--- config.mk ---
export PLATFORM = sky130hd
export DESIGN_NAME = dds_frame_ctrl
export DESIGN_NICKNAME = d
export VERILOG_FILES = /design/src/rtl/dds_pkg.sv /design/src/rtl/dds_gap_timer.sv /design/src/rtl/dds_frame_ctrl.sv
export SDC_FILE = /design/constraint.sdc
export NUM_CORES = 1
export LEC_CHECK = 0
export CORE_ASPECT_RATIO = 1.25
export CORE_MARGIN = 2
export CORE_UTILIZATION = 60
export DETAILED_ROUTE_END_ITERATION = 8
export DONT_BUFFER_PORTS = 1
export GPL_TIMING_DRIVEN = 0
export PLACE_DENSITY = 0.83
export SYNTH_ARGS = -nofsm -noshare
export SYNTH_HDL_FRONTEND = slang
export SYNTH_SLANG_ARGS = --single-unit
--- constraint.sdc ---
create_clock -name clk -period 2.78 [get_ports clk]
set_clock_uncertainty 0.05 [all_clocks]
set_input_delay 0.417 -clock clk [delete_from_list [all_inputs] [get_ports clk]]
set_output_delay 0.417 -clock clk [all_outputs]
set_load 0.01 [all_outputs]
--- src/rtl/dds_pkg.sv ---
// Shared constants, FSM encoding and helpers for the DDS command-frame parser.
`timescale 1ns/1ps
package dds_pkg;

   localparam logic [7:0] WF_SQU      = 8'd1;
   localparam logic [7:0] WF_SIN      = 8'd2;
   localparam logic [7:0] WF_TRI      = 8'd3;
   localparam logic [7:0] HDR_DEFAULT = 8'hA5;
   localparam int unsigned FRAME_LEN  = 8;

   typedef enum logic [2:0] {
      ST_IDLE = 3'd0,
      ST_WAVE = 3'd1,
      ST_FREQ = 3'd2,
      ST_AMP  = 3'd3,
      ST_CHK  = 3'd4
   } state_t;

   function automatic logic wave_valid(input logic [7:0] w);
      return (w >= WF_SQU) && (w <= WF_TRI);
   endfunction

endpackage

--- src/rtl/dds_gap_timer.sv ---
// Inter-byte gap counter: cleared by clr or while disabled, pulses timeout
// on the cycle the gap reaches TIMEOUT_CYC.
`timescale 1ns/1ps
module dds_gap_timer #(
   parameter int unsigned TIMEOUT_CYC = 24000
) (
   input  logic clk,
   input  logic rst_n,
   input  logic clr,
   input  logic en,
   output logic timeout
);

   localparam int unsigned CW = $clog2(TIMEOUT_CYC + 1);

   logic [CW-1:0] cnt;

   always_ff @(posedge clk or negedge rst_n) begin
      if (!rst_n) begin
         cnt <= '0;
      end else if (clr || !en) begin
         cnt <= '0;
      end else begin
         cnt <= cnt + 1'b1;
      end
   end

   // Fires one count early so the FSM acts on the TIMEOUT_CYC-th edge.
   assign timeout = en && (cnt == CW'(TIMEOUT_CYC - 1));

endmodule

--- src/rtl/dds_frame_ctrl.sv ---
// Command-frame parser: collects WAVE/FREQ/AMP into shadow registers and
// commits them atomically to the DDS outputs only after a good checksum.
`timescale 1ns/1ps
module dds_frame_ctrl
   import dds_pkg::*;
#(
   parameter int unsigned TIMEOUT_CYC = 24000,
   parameter logic [7:0]  HDR_BYTE    = HDR_DEFAULT
) (
   input  logic        clk,
   input  logic        rst_n,
   input  logic        cs_n,
   input  logic        byte_vld,
   input  logic [7:0]  byte_dat,
   output logic [7:0]  pic_dat,
   output logic [23:0] fre_dat,
   output logic [15:0] amp_dat,
   output logic        SPI_OK,
   output logic        frame_ok,
   output logic        frame_err,
   output logic [7:0]  err_cnt,
   output logic [2:0]  dbg_state
);

   // Byte interface: a byte is taken on any edge where byte_vld is high and
   // cs_n is low; there is no back-pressure, so bytes arriving while an abort
   // or timeout is being handled are simply dropped.

   state_t      state;
   logic [1:0]  idx;
   logic [7:0]  chk_acc;
   logic [7:0]  sh_wave;
   logic [23:0] sh_fre;
   logic [15:0] sh_amp;
   logic        cs_q;
   logic        tmo;
   logic        abort;
   logic        tmo_hit;
   logic        take;
   logic        commit;
   logic        err_evt;

   dds_gap_timer #(.TIMEOUT_CYC(TIMEOUT_CYC)) u_gap (
      .clk     (clk),
      .rst_n   (rst_n),
      .clr     (take),
      .en      (state != ST_IDLE),
      .timeout (tmo)
   );

   // Event priority: cs_n abort, then timeout, then the byte itself.
   always_comb begin
      abort   = (state != ST_IDLE) && cs_n && !cs_q;
      tmo_hit = tmo && !abort;
      take    = byte_vld && !cs_n && !abort && !tmo_hit;
      commit  = take && (state == ST_CHK) && (byte_dat == chk_acc) && wave_valid(sh_wave);
      err_evt = abort || tmo_hit || (take && (state == ST_CHK) && !commit);
   end

   assign dbg_state = state;

   always_ff @(posedge clk or negedge rst_n) begin
      if (!rst_n) begin
         state     <= ST_IDLE;
         idx       <= 2'd0;
         chk_acc   <= 8'd0;
         sh_wave   <= 8'd0;
         sh_fre    <= 24'd0;
         sh_amp    <= 16'd0;
         cs_q      <= 1'b1;
         pic_dat   <= WF_SIN;
         fre_dat   <= 24'd0;
         amp_dat   <= 16'd0;
         SPI_OK    <= 1'b0;
         frame_ok  <= 1'b0;
         frame_err <= 1'b0;
         err_cnt   <= 8'd0;
      end else begin
         cs_q      <= cs_n;
         frame_ok  <= commit;
         frame_err <= err_evt;
         if (err_evt && (err_cnt != 8'hFF)) err_cnt <= err_cnt + 8'd1;
         if (commit) begin
            pic_dat <= sh_wave;
            fre_dat <= sh_fre;
            amp_dat <= sh_amp;
            SPI_OK  <= 1'b1;
         end
         if (abort || tmo_hit) begin
            state <= ST_IDLE;
         end else if (take) begin
            unique case (state)
               ST_IDLE: begin
                  if (byte_dat == HDR_BYTE) begin
                     state   <= ST_WAVE;
                     chk_acc <= 8'd0;
                  end
               end
               ST_WAVE: begin
                  sh_wave <= byte_dat;
                  chk_acc <= chk_acc ^ byte_dat;
                  idx     <= 2'd0;
                  state   <= ST_FREQ;
               end
               ST_FREQ: begin
                  sh_fre  <= {sh_fre[15:0], byte_dat};
                  chk_acc <= chk_acc ^ byte_dat;
                  if (idx == 2'd2) begin
                     idx   <= 2'd0;
                     state <= ST_AMP;
                  end else begin
                     idx <= idx + 2'd1;
                  end
               end
               ST_AMP: begin
                  sh_amp  <= {sh_amp[7:0], byte_dat};
                  chk_acc <= chk_acc ^ byte_dat;
                  if (idx == 2'd1) begin
                     idx   <= 2'd0;
                     state <= ST_CHK;
                  end else begin
                     idx <= idx + 2'd1;
                  end
               end
               ST_CHK:  state <= ST_IDLE;
               default: state <= ST_IDLE;
            endcase
         end
      end
   end

endmodule
Yosys cells after proc, flatten, opt, wreduce, memory -nomap -nowiden. Index checks and enable logic that the tools add are counted.

Add/subtract/negate cells: 3. Magnitude comparators: 2. Equality and inequality tests: 14. Multiplexer cells: 12. Bitwise operators: 2. Reductions and logical operators: 34.

Operators with widths (number): case mux 8 bit (2 select lines) (1); adder 15 x 1 -> 15 bit (second input constant) (1); == test 15 bit (second input constant) (1); two-way mux 15 bit (1); two-way mux 3 bit (5); logical AND 1 bit (13); case mux 3 bit (4 select lines) (1); AND reduction 3 bit (4); != test 3 bit (second input constant) (3); adder 8 x 1 -> 8 bit (second input constant) (1); == test 8 bit (1); == test 8 bit (second input constant) (1); greater-or-equal comparator 8 x 1 -> 1 bit (second input constant) (1); <= comparator 8 x 2 -> 1 bit (second input constant) (1); two-way mux 8 bit (1); != test 8 bit (second input constant) (1); AND reduction 4 bit (2); XOR 8 bit (1); == test 3 x 2 -> 1 bit (second input constant) (2); zero test 1 bit (6); case mux 2 bit (3 select lines) (1); nonzero test 3 bit (2); two-way mux 2 bit (2); nonzero test 2 bit (2); 10 further kinds (12).

Register bits after elaboration: 136. Output and inout port bits: 62.

Longest topological paths before layout. Gate-level depths: netlist of the first run.

Depth after elaboration: 14. Depth in mapped cells: 8. Mapped depth without buffers: 7.

By module. A second synthesis of the first run with hierarchy kept.

Cell total of the unflattened synthesis: 427. Area total of the unflattened synthesis: 5741.8 um2.

By module, submodules not included: dds_frame_ctrl (instances 1, cells an instance 348, area an instance 4964.8 um2); dds_gap_timer (instances 1, cells an instance 79, area an instance 777.0 um2).

Worst setup path after synthesis of the first run. OpenSTA, ideal clock, no wires.

Kind: reg2reg. From: register u_gap.cnt[6]. To: register sh_fre[10]. Setup time: 125 ps. Arrival time: 2243 ps. Required time: 2605 ps. Path slack: 362 ps. Cell stages (with the launch flop): 8. Path buffers: 1. Period minus slack after synthesis: 2418 ps. Cell sequence: dfrtp_1 > or4b_4 > nor4_4 > nand2b_1 > inv_1 > nand3_2 > buf_6 > mux2_2.

Longest elaborated chain between the ends: 6. Elaborated cells on any way between the ends: 8. Those cells by class: 1 x eq/ne; 1 x bitwise; 6 x reduce/logical.

Ends and longest elaborated chain: start, declared (line dds_gap_timer.sv:16) `logic [CW-1:0] cnt;`; start signal, assigned (line dds_gap_timer.sv:24) `cnt <= cnt + 1'b1;`; == test 15 bit * (line dds_gap_timer.sv:29) `assign timeout = en && (cnt == CW'(TIMEOUT_CYC - 1));`; logical AND 1 bit * (line dds_gap_timer.sv:29); logical AND 1 bit * (line dds_frame_ctrl.sv:54) `tmo_hit = tmo && !abort;`; zero test 1 bit or logical OR 1 bit (tied branches) (line dds_frame_ctrl.sv:55, dds_frame_ctrl.sv:89); logical AND 1 bit or NOT 1 bit (tied branches); AND reduction 3 bit (no line) *; end signal, assigned (line dds_frame_ctrl.sv:106) `sh_fre <= {sh_fre[15:0], byte_dat};`; end, declared (line dds_frame_ctrl.sv:33) `logic [23:0] sh_fre;`.

Every way passes the cells marked *; elsewhere a longest branch is shown, timed or not. A chain may end at the register's enable or synchronous reset.

Worst setup path after layout of the first run.
From: register chk_acc[7]. To: register amp_dat[5].

Longest elaborated chain between the ends: 3.

Ends and longest elaborated chain: start, declared (line dds_frame_ctrl.sv:31) `logic [7:0] chk_acc;`; start signal, assigned (line dds_frame_ctrl.sv:101) `chk_acc <= chk_acc ^ byte_dat;`; start signal, assigned (line dds_frame_ctrl.sv:107) `chk_acc <= chk_acc ^ byte_dat;`; start signal, assigned (line dds_frame_ctrl.sv:117) `chk_acc <= chk_acc ^ byte_dat;`; == test 8 bit (line dds_frame_ctrl.sv:56) `commit = take && (state == ST_CHK) && (byte_dat == chk_acc) && wave_valid(sh_wave);`; logical AND 1 bit (2 in series) (line dds_frame_ctrl.sv:56); end signal, assigned (line dds_frame_ctrl.sv:86) `amp_dat <= sh_amp;`; end, declared (line dds_frame_ctrl.sv:17) `output logic [15:0] amp_dat,`.

No other way between the ends.

==> results of run 1 <==
-- cell usage in the layout, fill, tap and decap left out, drive strengths merged, types with 2 or more instances in the layout --
cell type  synthesis  final
clkbuf             4     24
dfrtp            134    134
nand2b             7      7
dfstp              2      2
nand2             18     18
or2                3      3
nor4               5      5
clkinv             0      4
and3               6      6
nor2b             17     17
or4                2      2
nor2              26     26
nor3               3      3
a22o               4      4
clkinvlp           0      3
xor2               9      9
buf                9     10
and2               2      2
o21ai             12     12
bufinv             0      5
xnor2             12     12
mux2              93     93
ha                 2      2
nand4              6      6
nand3             17     17
inv                6      6
a21oi              8      8
or4b               2      2
-- final cells by class --
class / instances / area (sq um)
flip-flops and latches: 136 / 3410
inverters: 6 / 22.5
clock buffers: 20 / 467
fillers: 604 / 2820
multi-input cells: 268 / 2320
well taps: 126 / 158
repair buffers: 2 / 17.5
clock inverters: 12 / 196
plain buffers: 13 / 151
-- worst paths after layout --
check	to	slack (ns)	depth (start not counted)
max	amp_dat[5]$_DFFE_PN0P_	0.06	7
max reg2reg	amp_dat[5]$_DFFE_PN0P_	0.06	7
min in group clk	sh_amp[1]$_DFFE_PN0P_	0.10	1
min reg2reg	fre_dat[16]$_DFFE_PN0P_	0.45	1
max in group asynchronous	cs_q$_DFF_PN1_	2.81	0
min	fre_dat[10]$_DFFE_PN0P_	-0.36	0
-- metal layers --
layer | part of all wire [%] | global-route usage [%]
met1 | 40 | 27.9
met2 | 52 | 38.5
met3 | 5.6 | 7.77
met4 | 2.1 | 8.46
met5 | 0 | 0
-- sequential cells by signal (all words and copies together) (netlist names) --
register	count
fre_dat	24
sh_fre	24
amp_dat	16
sh_amp	16
u_gap.cnt	15
chk_acc	8
err_cnt	8
pic_dat	8
sh_wave	8
dbg_state	3
idx	2
SPI_OK	1
cs_q	1
frame_err	1
frame_ok	1
-- cells by family (layout without fill, tap and decap cells) --
kind of cell / after synthesis / count (layout) / share of synthesized area, %
muxes: 93 / 93 / 20.5
buffers and inverters: 19 / 53 / 2.96
xor gates and xnor gates: 21 / 21 / 3.13
AOI/OAI and AO/OA: 33 / 33 / 3.67
DFF: 136 / 136 / 58.0
and+or+nand+nor: 119 / 119 / 11.3
adders and majority gates: 2 / 2 / 0.426
-- power by group through the flow --
stage,clock [mW],sequential [mW],combinational (mW)
floorplan,0,2.74,0.856
global placement,0,2.81,0.959
detailed placement,0,2.85,1.02
CTS,2.53,2.84,1.05
global route,2.62,2.91,1.16
finish,2.50,2.85,1.06
-- critical path: cells and delay by family, from the launching register on --
| family | cells | cell delay, ns |
|---|---|---|
| and+or+nand+nor | 4 | 1.50 |
| DFF | 1 | 0.40 |
| muxes | 1 | 0.30 |
| buffers and inverters | 2 | 0.33 |
-- timing repair --
| action | in CTS | in global routing |
|---|---|---|
| endpoints found under the setup margin | 8 | 32 |
| resized for setup | 1 | 5 |
| pin swaps | 0 | 1 |
| endpoints found under the hold margin | 137 | 136 |
| buffers inserted | 0 | 1 |
-- per-stage QoR --
step / instance area, sq um / std cells / TNS (ns) / utilization [%]
6_report: 6740 / 583 / 0 / 70.5
5_1_grt: 6740 / 583 / -0.957 / 70.5
4_1_cts: 6710 / 582 / 0 / 70.1
3_5_place_dp: 6030 / 549 / -1.93 / 63.0
3_3_place_gp: 6030 / 549 / -0.325 / 63.0
2_1_floorplan: 5870 / 423 / 0 / -
==> flow_metrics.py, run 1 <==
metrics = {
    "run_status": {
        "status": "finished with violations",
        "violations": "negative hold slack",
    },
    "floorplan": {
        "start_util_pct": 61.4,
        "io-pin-count": 74,
        "die_area_sq_um": 10600,
        "coreArea_sq_um": 9560,
        "die_y_um": 115,
        "num_rows": 40,
        "fp.dieW_um": 92.5,
    },
    "synthesis": {
        "ys_seq_elements": 136,
        "syn_area_sq_um": 5870,
        "synth_top_area_share_pct": 57.1,
        "synth_area_per_cell_sq_um": 13.9,
        "postSynth.asyncResetShare_pct": 100,
        "synth_largest_area_cell": "dfrtp_1",
        "synth_edf_count": 0,
        "synth_area_leaders": "dfrtp_1, mux2_4, mux2_2",
        "yosysWarnings": 0,
        "yosys.cell_count.top_type": "dfrtp_1",
        "synthFlopType": "dfrtp_1",
        "synthCells": 423,
        "synthesis.nets": 437,
        "synthTopCellsByCount": "dfrtp_1, mux2_2, mux2_4",
        "synth-seq-area-share_pct": 58.0,
        "yosysUniqueCellTypes": 47,
    },
    "global_routing": {
        "grt_pass1_vias": 3496,
        "antenna_found_initial": 0,
        "grt_max_degree": 137,
        "grt_overflow_total": 0,
        "grt_usage_pct": 23.1,
        "grt_pass1_wl_um": 18600,
    },
    "sta": {
        "setup_viol": 0,
        "hold_ws_ns": -0.357,
        "drv_slew": 0,
        "worst_slack_ns": 0.0633,
        "slew_headroom_pct": 57.9,
        "finalHoldViolations": 136,
        "max_freq_mhz": 368,
        "worstMarginPinSlew_ns": 0.627,
        "min_period_ns": 2.72,
        "period_share_pct": 97.7,
    },
    "cts": {
        "htreeDepth": 4,
        "cts_sinks": 136,
        "holdBufCountCts": 1,
        "cts_root_buf": "clkbuf_16",
        "clock_latency_ns": 0.42,
        "clk_pin_slew_ns": 0.06,
        "cts_tree": "built",
        "cts_made_buffers": 17,
        "clock_path_buffers": 2,
    },
    "route": {
        "routed_wl_um": 11500,
        "vias": 3408,
        "vias_per_cell": 5.85,
        "wl_per_cell_um": 19.8,
        "drc": 0,
        "drt.antenna.violating_nets": 0,
        "drt_first_pass_iters": 4,
        "initialDrtViolationCount": 288,
    },
    "layout": {
        "drive_gt1_share_pct": 33.3,
        "nets": 458,
        "diodes": 0,
        "syn_to_final_growth_pct": 14.8,
    },
    "critical_path": {
        "path_cells": "nor2b_1 > or4_1 > nor4_1 > and3b_1 > buf_6 > buf_12 > mux2_4",
        "cp_max_fo": 10,
        "startpoint": "chk_acc[7]$_DFFE_PN0P_",
        "crit_required_ns": 3.03,
        "start_kind": "flip-flop",
        "cp_data_arrival_time_ns": 2.96,
        "r2r-start": "chk_acc[7]$_DFFE_PN0P_",
        "worstSetupPathType": "reg -> reg",
        "slowest_delay_ns": 0.52,
        "cp_slowest_cell": "or4_1",
        "end_kind": "flip-flop",
    },
    "power": {
        "vdd_ir_drop_max_v": 0.000665,
        "powerDensity_nw_per_um2": 951,
        "power_mw": 6.41,
        "p_int_mw": 4.65,
        "power_switching_mw": 1.76,
        "p_comb_share_pct": 16.5,
        "sw_frac_of_total_pct": 27.5,
        "p_leak_nw": 3.10,
        "clockPowerShare_pct": 39.1,
        "p_seq_share_pct": 44.4,
    },
    "place": {
        "place_ws_ns": -0.274,
        "hpwl_um": 7240,
        "portBuffers": 0,
        "gp_congestion": 0.800,
    },
    "min_path": {
        "hold_path.class": "in -> async",
    },
    "flow_run": {
        "drv_cap": 0,
    },
}
Note: power is estimated with default switching activity, not from simulation.
==> inputs of run 2 (changes only) <==
--- a/config.mk
+++ b/config.mk
@@ -7,11 +7,11 @@
 export LEC_CHECK = 0
 export CORE_ASPECT_RATIO = 1.25
 export CORE_MARGIN = 2
-export CORE_UTILIZATION = 60
+export CORE_UTILIZATION = 54
 export DETAILED_ROUTE_END_ITERATION = 8
 export DONT_BUFFER_PORTS = 1
 export GPL_TIMING_DRIVEN = 0
-export PLACE_DENSITY = 0.83
+export PLACE_DENSITY = 0.76
 export SYNTH_ARGS = -nofsm -noshare
 export SYNTH_HDL_FRONTEND = slang
 export SYNTH_SLANG_ARGS = --single-unit
==> flow_metrics.py, run 2 (same netlist as run 1, synthesis figures left out) <==
metrics = {
    "run_status": {
        "status": "finished with violations",
        "violations": "negative hold slack",
    },
    "layout": {
        "reg_top3": "fre_dat x24, sh_fre x24",
        "final_area_sq_um": 6640,
        "seqCellArea_sq_um": 3410,
        "nets": 460,
        "drive_gt1_share_pct": 32.9,
        "syn_to_final_growth_pct": 13.1,
        "multiInputGateArea_sq_um": 2310,
        "final_cell_mix": "dfrtp_1, mux2_2, mux2_4",
        "fill_cells": 811,
        "layout.cells.non_filler": 591,
        "final_common_cell": "dfrtp_1",
        "diodes": 0,
    },
    "cts": {
        "cts_tree": "built",
        "clk_pin_slew_ns": 0.06,
        "cts_made_buffers": 17,
        "clock_latency_ns": 0.41,
        "cts_sinks": 136,
        "cts_root_buf": "clkbuf_16",
        "clock_path_buffers": 2,
        "htreeDepth": 4,
        "holdBufCountCts": 1,
    },
    "sta": {
        "drv_slew": 0,
        "finalHoldViolations": 136,
        "slew_headroom_pct": 54.8,
        "worstMarginPinSlew_ns": 0.673,
        "grt_setup_unrepaired": "false",
        "hold_ws_ns": -0.347,
        "setup_viol": 0,
        "period_share_pct": 94.0,
        "max_freq_mhz": 382,
        "min_period_ns": 2.61,
        "worst_slack_ns": 0.166,
        "fin_tns_setup_ns": 0,
    },
    "power": {
        "p_int_mw": 4.23,
        "vdd_ir_drop_max_v": 0.000479,
        "powerDensity_nw_per_um2": 894,
        "p_leak_nw": 3.06,
        "p_seq_share_pct": 47.6,
        "p_comb_share_pct": 17.7,
        "power_switching_mw": 1.71,
        "clockPowerShare_pct": 34.7,
        "sw_frac_of_total_pct": 28.8,
    },
    "floorplan": {
        "coreArea_sq_um": 10600,
        "die_y_um": 121,
        "fp.dieW_um": 97.3,
        "start_util_pct": 55.3,
        "num_rows": 42,
        "io-pin-count": 74,
        "die_area_sq_um": 11700,
    },
    "min_path": {
        "hold_path.class": "in -> async",
    },
    "flow_run": {
        "drv_cap": 0,
    },
    "critical_path": {
        "r2r-start": "chk_acc[7]$_DFFE_PN0P_",
        "start_kind": "flip-flop",
        "crit_family": "simple AND/OR/NAND/NOR gates",
        "path_cells": "nor2b_1 > or4_1 > nor4_1 > and3b_1 > buf_6 > buf_12 > mux2_4",
        "cp_max_fo": 10,
        "crit_required_ns": 3.03,
        "cp_data_arrival_time_ns": 2.86,
        "startpoint": "chk_acc[7]$_DFFE_PN0P_",
        "worstSetupPathType": "reg -> reg",
        "rr_worst_depth": 7,
        "cp.buffers_inverters": 2,
        "cp_slowest_cell": "or4_1",
        "end_kind": "flip-flop",
        "rr_endpoint": "pic_dat[0]$_DFFE_PN0P_",
        "r2r_setup_slack_ns": 0.17,
        "slowest_delay_ns": 0.51,
    },
    "place": {
        "hpwl_um": 7250,
        "gp_congestion": 0.822,
        "place_ws_ns": -0.139,
        "portBuffers": 0,
        "placed_cell_area_sq_um": 6030,
        "placedCellCount": 555,
    },
    "route": {
        "initialDrtViolationCount": 155,
        "vias": 3368,
        "drt_first_pass_iters": 4,
        "drt.antenna.violating_nets": 0,
        "drc": 0,
        "wl_per_cell_um": 18.8,
        "vias_per_cell": 5.70,
        "routed_wl_um": 11100,
    },
    "global_routing": {
        "grt_pass1_wl_um": 18400,
        "grt_usage_pct": 20.0,
        "grt_pass1_vias": 3607,
        "grt_max_degree": 137,
        "antenna_found_initial": 0,
        "grt_overflow_total": 0,
    },
}
-- run 2: cell count changes in the layout (fill, tap and decap cells not counted), moves of 2 or more --
cell,before,now
bufinv_16,5,1
buf_4,1,3
clkbuf_8,3,1
clkbuf_1,4,6
clkinv_2,3,5
-- run 2: per-stage QoR --
stage                     utilization [%]  power (mW)
final                                62.6        5.94
after global routing                 62.6        6.24
after floorplan                         -        3.59
after CTS                            62.2        5.97
after detailed placement             56.8        3.87
after global placement               56.8        3.78
-- run 2: power groups by stage --
stage,registers [mW],clock network (mW),logic [mW]
final,2.83,2.06,1.05
after global placement,2.82,0,0.964
after detailed placement,2.85,0,1.02
after floorplan,2.74,0,0.856
after CTS,2.83,2.10,1.04
after global routing,2.90,2.17,1.17
-- run 2: how the worst max path moves through the flow --
| stage | slack [ns] | cells past startpoint | to |
|---|---|---|---|
| 2_1_floorplan | 0.36 | 7 | sh_fre[10]$_DFFE_PN0P_ |
| 3_3_place_gp | -0.11 | 6 | chk_acc[5]$_DFFE_PN0P_ |
| 3_5_place_dp | -0.14 | 6 | chk_acc[0]$_DFFE_PN0P_ |
| 4_1_cts | 0.002 | 7 | sh_fre[17]$_DFFE_PN0P_ |
| 5_1_grt | 0.01 | 7 | amp_dat[2]$_DFFE_PN0P_ |
| 6_report | 0.17 | 7 | pic_dat[0]$_DFFE_PN0P_ |
-- run 2: what timing repair did --
item / 4_1_cts / 5_1_grt
endpoints found under the setup margin: 12 / 24
pin swaps: 0 / 1
gates resized for setup: 2 / 2
hold endpoints to repair: 137 / 136
buffers inserted: 0 / 3
-- run 2: final cells by class --
cell class                 instances  area share, %
buffer                            13           2.28
clock inverter                    12           1.55
multi-input combinational        268           34.8
timing repair buffer               4          0.490
tap                              132           2.49
inverter                           6          0.339
sequential                       136           51.3
clock buffer                      20           6.73
-- run 2: worst reg2reg max path: cells and delay by family (launching register included) --
family        cells  cell delay (ns)
simple gates      4             1.42
buf+inv           2             0.33
flops             1             0.38
mux               1             0.31
-- run 2: per-layer routing --
layer / share of wire (%) / track usage (%) / wire, um / vias to the layer above
li1: - / - / - / 1535
met1: 41 / 24.1 / 4570 / 1743
met2: 53 / 33.7 / 5830 / 74
met3: 4.9 / 6.53 / 544 / 16
met4: 1.3 / 7.29 / 144 / 0
met5: 0 / 0 / 0 / -
